### config.mk
export PLATFORM = sky130hd
export DESIGN_NAME = piso_serial_tx
export DESIGN_NICKNAME = d
export VERILOG_FILES = /design/src/rtl/piso_serial_tx_pkg.sv /design/src/rtl/piso_serial_tx.sv
export SDC_FILE = /design/constraint.sdc
export NUM_CORES = 1
export LEC_CHECK = 0
export ABC_CLOCK_PERIOD_IN_PS = 1500
export CAP_MARGIN = 30
export CORE_UTILIZATION = 41
export CTS_CLUSTER_SIZE = 8
export DETAILED_ROUTE_END_ITERATION = 16
export PLACE_DENSITY_LB_ADDON = 0.05
export REMOVE_ABC_BUFFERS = 1
export SYNTH_ARGS = -nofsm -noshare
export SYNTH_HDL_FRONTEND = slang
export SYNTH_SLANG_ARGS = --single-unit
### constraint.sdc
create_clock -name clk -period 1.5 [get_ports clk]
set_input_delay 0.225 -clock clk [delete_from_list [all_inputs] [get_ports clk]]
set_output_delay 0.225 -clock clk [all_outputs]
set_load 0.03 [all_outputs]
### src/rtl/piso_serial_tx_pkg.sv
// Shared definitions for the parallel-in serial-out transmitter:
// FSM state encoding and the counter-width helper.
package piso_serial_tx_pkg;

    typedef enum logic {
        ST_IDLE  = 1'b0,
        ST_SHIFT = 1'b1
    } state_e;

    // Bit-counter width for a frame of w bits; w is always >= 2 here.
    function automatic int cnt_w(input int w);
        return $clog2(w);
    endfunction

endpackage

### src/rtl/piso_serial_tx.sv
// Parallel-in serial-out transmitter: loads a WIDTH-bit word over valid/ready
// and shifts it out one bit per tick-qualified clock edge.
module piso_serial_tx
    import piso_serial_tx_pkg::*;
#(
    parameter int WIDTH     = 8,
    parameter bit MSB_FIRST = 1'b1
) (
    input  logic             clk,
    input  logic             rstn,
    input  logic             tick,
    input  logic [WIDTH-1:0] din,
    input  logic             load_valid,
    output logic             load_ready,
    output logic             sdo,
    output logic             sdo_valid,
    output logic             last,
    output logic             dbg_state
);

    localparam int CNT_W = cnt_w(WIDTH);

    // Handshake: a word is taken on a rising edge where load_valid and
    // load_ready are both 1; the source holds din/load_valid until then.

    state_e           state_q, state_d;
    logic [WIDTH-1:0] shreg_q, shreg_d;
    logic [CNT_W-1:0] cnt_q, cnt_d;
    logic             last_bit;

    assign last_bit  = (cnt_q == CNT_W'(WIDTH - 1));
    assign dbg_state = state_q;

    always_ff @(posedge clk or negedge rstn) begin
        if (!rstn) begin
            state_q <= ST_IDLE;
            shreg_q <= '0;
            cnt_q   <= '0;
        end else begin
            state_q <= state_d;
            shreg_q <= shreg_d;
            cnt_q   <= cnt_d;
        end
    end

    always_comb begin
        state_d    = state_q;
        shreg_d    = shreg_q;
        cnt_d      = cnt_q;
        load_ready = 1'b0;
        sdo        = 1'b0;
        sdo_valid  = 1'b0;
        last       = 1'b0;

        case (state_q)
            ST_IDLE: begin
                load_ready = 1'b1;
                if (load_valid) begin
                    shreg_d = din;
                    cnt_d   = '0;
                    state_d = ST_SHIFT;
                end
            end
            ST_SHIFT: begin
                sdo_valid  = 1'b1;
                sdo        = MSB_FIRST ? shreg_q[WIDTH-1] : shreg_q[0];
                last       = last_bit;
                // Accepting during the final bit's tick gives gapless frames.
                load_ready = last_bit & tick;
                if (tick) begin
                    if (!last_bit) begin
                        shreg_d = MSB_FIRST ? {shreg_q[WIDTH-2:0], 1'b0}
                                            : {1'b0, shreg_q[WIDTH-1:1]};
                        cnt_d   = cnt_q + 1'b1;
                    end else if (load_valid) begin
                        shreg_d = din;
                        cnt_d   = '0;
                    end else begin
                        shreg_d = '0;
                        cnt_d   = '0;
                        state_d = ST_IDLE;
                    end
                end
            end
            default: state_d = ST_IDLE;
        endcase
    end

endmodule

# Word-level counts from Yosys, hierarchy flattened
# Index checks and enable logic that the tools add are counted.
# classes
n_mul	0
n_reduce_logical	1
n_bitwise	2
order_cmp	0
n_shift	0
addsub	1
div_mod_pow	0
mux	17
eq_ne	3
# ops
op	n
$mux 8	4
$pmux 8 s2	1
$mux 3	3
$mux 1	6
$pmux 3 s2	1
$ne 2x2->1 const B	2
$pmux 1 s2	2
$add 3x1->3 const B	1
$eq 3x3->1 const B	1
$reduce_and 2->1	1
$and 1x1->1	1
$not 1->1	1
# word_totals
rom_bits	0
out_inout_bits	5
latch_bits	0
reg_bits	12
inputBits	12
wordCells	27
mem_count	0
ram_bits	0

# Longest topological paths before layout
# logic_depth
word_depth	4
ltp_mapped	6
ltp_nobuf	5

# Least setup slack after synthesis
# No wires, ideal clock.
# synth_path
path_type	reg2reg
from	register cnt_q[0]
to	register cnt_q[2]
path_slack_ns	0.076
required_ns	1.379
n_path_buf	0
setup_time_ns	0.121
synth_period_minus_slack_ns	1.424
stages_incl_launch_ff	5
t_arrival_ns	1.303
path_cell_list	dfrtp_1 > ha_1 > ha_1 > mux2_2 > a22o_1
# synth_between
elab_chain_len	4
word_cells_on_any_way	5
classes_between	add/sub: 1; eq/ne: 1; mux: 3
# synth_rtl
element	line_no	rtl
start, declared	piso_serial_tx.sv:28	logic [CNT_W-1:0] cnt_q, cnt_d;
start signal, assigned	piso_serial_tx.sv:42	cnt_q <= cnt_d;
$add 3x1->3 or $eq 3x3->1 (tied branches)	piso_serial_tx.sv:74, piso_serial_tx.sv:31	
$mux 3 (*)	piso_serial_tx.sv:71	if (!last_bit) begin
$mux 3 (*)	piso_serial_tx.sv:70	if (tick) begin
$pmux 3 s2 (*)	piso_serial_tx.sv:55	case (state_q)
# Every way passes the cells marked *; elsewhere a longest branch is shown, timed or not. The select of a mux whose other input is x is not followed.
# A chain may end at the register's enable or synchronous reset.

# Worst setup path in the final report
# layout_path
from	register cnt_q[1]
to	output port load_ready
# layout_between
elab_chain_len	3
# layout_rtl
element	line_no	rtl
$eq 3x3->1	piso_serial_tx.sv:31	assign last_bit = (cnt_q == CNT_W'(WIDTH - 1));
$and 1x1->1	piso_serial_tx.sv:69	load_ready = last_bit & tick;
$pmux 1 s2	piso_serial_tx.sv:55	
end, declared	piso_serial_tx.sv:14	output logic load_ready,
# No other way between the ends.

==> key figures <==
Power and ir drop
  • NetSw: around 600 µW
  • VDD IR max: 0.745 mV
  • Leakage dissipation: 0.439 nW
  • Sequential power share: 0.323
  • Sw Share: 0.352
  • Logic pwr share: 0.524
  • Clock power frac: 0.153
  • Pwr dens: about 1700 mW/mm²
  • Power Internal: roughly 1.1 mW

Cells and area
  • Multi-input gate area: approximately 350 µm²
  • Net count, final: approximately 110
  • Fill count: 131
  • Design area: 971 µm²
  • Area delta synth->final: 49.2%
  • Fin cells: 108
  • Sequential cell area: 300 µm²
  • Ant. Diodes: 0
  • Layout cell share with drive strength beyond 1: 0.391

Placed design
  • Area after DPL: around 860 µm²
  • Post-place setup slack: -241 ps
  • Port Buffer Count: 16
  • Final GP Congestion: 0.772
  • Post-placement cell count: 101

Logic synthesis
  • FFs w/ async S/R, synth: 1.00
  • Top post-synthesis cells by area: dfrtp_1 46%, a22oi_1 8.1%, ha_1 5.8%, a21oi_1 5.4%, nor2_1 5.2%
  • Leading area contributor after synthesis: dfrtp_1
  • Register area share after synthesis: 0.462
  • Number of enable-type register cells in the synthesized netlist: 0
  • Post-synthesis mux area share: 0.0731
  • Post-synthesis simple-gate area fraction: 0.127
  • Complex-gate fraction of the synthesized area: 0.213
  • Top-count cell post-synth: dfrtp_1
  • Combinational family with the most area after synthesis: compound AO/OA/AOI/OAI gates
  • #FFs+latches synth: 12
  • Syn avg cell area: 10.3 µm²
  • Post-Synthesis Cell Area: 651 µm²
  • Unique masters post-synth: 23
  • Syn. warnings: 0
  • Adder-cell share of the synthesized area: 0.0577
  • Top cells by count, synth: 12 x dfrtp_1, 9 x nor2_1, 7 x a21oi_1, 7 x a22oi_1
  • Prevailing post-synth register cell: dfrtp_1
  • Post-synth top area share: 0.462
  • Mapped Cells: 63
  • Post-synthesis xor/xnor area fraction: 0

Global routing
  • Gr ovfl total: 0
  • Largest net degree at the start of global routing: 16
  • Vias in the first global route: 546
  • Antenna violations before repair: 0
  • First-pass GRT wire length: about 2500 µm
  • Gr usage total: 0.191

STA
  • Fmax: 621 MHz
  • # setup viols final: 9
  • Final Hold Fails: 0
  • Slew margin rel.: 0.853
  • Worst Max-Slew Pin Slew: 220 ps
  • Max Slew Vio Count: 0
  • Fin crit share: 1.07
  • Crit path time final: 1610 ps
  • Final WS setup: -112 ps
  • RSZ-0062 raised after global routing: yes
  • Hold slack: 251 ps
  • Clk_skew: ~2.9 ps

Route
  • Post-Route WL: 1480 µm
  • First-pass DRT Iterations: 4
  • Antenna Nets Post-Route: 0
  • Vias: 570
  • Residual DRC: 0
  • 1st-iter DRT viols: 11
  • WL per Instance: 13.7 µm
  • Via density: 5.28

Floorplanning
  • Boundary Pins: 17
  • Core region area: 0.00149 mm²
  • Die X: 41.8 µm
  • Die area: around 0.0018 mm²
  • Std-Cell Rows: 14
  • Initial core utilization: 0.437
  • Die Height: 41.8 µm

Worst hold path
  • Worst hold path type: in2async

Clock tree
  • Clk_lat worst skew: 270 ps
  • CTS sink cnt: 12
  • H-tree depth: 1
  • CTS tree: built
  • CTS root buffer: clkbuf_4
  • Clock-pin slew on the worst setup and hold paths: 80 ps
  • CTS Buf Count: 3
  • Clock Tree Buf Depth: 2

Critical path
  • Worst Setup Start Kind: flop
  • CP endpoint kind: primary output
  • CP Max Fanout: 3
  • Setup Crit Path Kind: reg2out
  • Critical path arrival: 1390 ps
  • CP required: 1270 ps

Run status
  • Status: finished with violations
  • Violated checks: negative setup slack

Flow run
  • Max-cap violations: 0
-- logic make-up after synthesis --
group                      Yosys count
DFF                                 12
muxes                                4
AOI/OAI and AO/OA                   20
buffers and inverters                6
and+or+nand+nor                     18
adders and majority gates            3
-- registers in the layout, summed over array words and instances, names as in the netlist --
name	cells
shreg_q	8
dbg_state	1
cnt_q	3
-- through the flow --
stage,power (mW),setup TNS [ps],util
after floorplan,0.979,-363,-
after global placement,1.27,-751,0.580
after detailed placement,1.28,-1010,0.580
after CTS,1.62,-436,0.632
after global routing,1.82,-823,0.652
final,1.69,-472,0.652
-- layout make-up --
class / count / share of cell area
timing repair buffer: 30 / 0.272
clock buffer: 4 / 0.0374
multi-input combinational: 45 / 0.357
sequential: 12 / 0.309
inverter: 1 / 0.00387
tap: 16 / 0.0206
-- placed cells by master, fill, tap and decap left out --
master,instances
dfrtp_1,12
nor2b_1,1
ha_1,1
mux2_4,1
clkdlybuf4s50_1,11
o211ai_1,1
nor2_1,9
nand4_1,1
buf_4,16
nand3_1,1
nand2_2,2
clkbuf_4,3
o21ai_2,1
a21bo_2,1
a22oi_1,3
clkbuf_8,1
nand3b_1,1
mux2i_1,1
ha_2,1
buf_6,3
a21oi_1,7
a22o_1,2
inv_1,1
a22oi_2,4
a21o_1,1
and2_1,2
nand2_1,1
ha_4,1
mux2_2,2
-- metal layers --
metal / track usage / share of wire / up-vias / routed length [µm]
li1: - / - / 285 / -
met1: 0.246 / 0.45 / 264 / 665
met2: 0.291 / 0.48 / 19 / 706
met3: 0.0565 / 0.058 / 2 / 86
met4: 0.0968 / 0.012 / 0 / 18
met5: 0 / 0 / - / 0
-- worst max-delay path, stage by stage (launching register included) --
cell	delay, ps
dfrtp_1	390
ha_2	210
ha_4	160
buf_6	110
nand2_2	50
nand2_2	50
buf_6	140
-- timing repair --
item | 4_1_cts | 5_1_grt
setup endpoints to repair | 9 | 9
hold buffers | 0 | 0
endpoints found under the hold margin | 0 | 0
pin swaps | 1 | 0
gates resized for setup | 15 | 3
setup buffers | 1 | 2
-- power by group through the flow --
stage          combinational, mW  clock (mW)  sequential [mW]
5_1_grt                    0.977       0.285            0.561
3_5_place_dp               0.750           0            0.531
6_report                   0.886       0.259            0.545
2_1_floorplan              0.428           0            0.550
3_3_place_gp               0.739           0            0.527
4_1_cts                    0.822       0.266            0.534
-- final timing paths --
kind / startpoint / to / slack, ps / cells after the start
min in group clk: shreg_q[7] / shreg_q[7] / 520 / 2
max: cnt_q[1] / load_ready / -110 / 6
max in group asynchronous: rstn / shreg_q[5] / 1090 / 2
min: rstn / shreg_q[4] / 250 / 2
min reg2reg: shreg_q[7] / shreg_q[7] / 520 / 2
max reg2reg: cnt_q[1] / shreg_q[6] / -60 / 6
(Power assumes the default switching activity.)
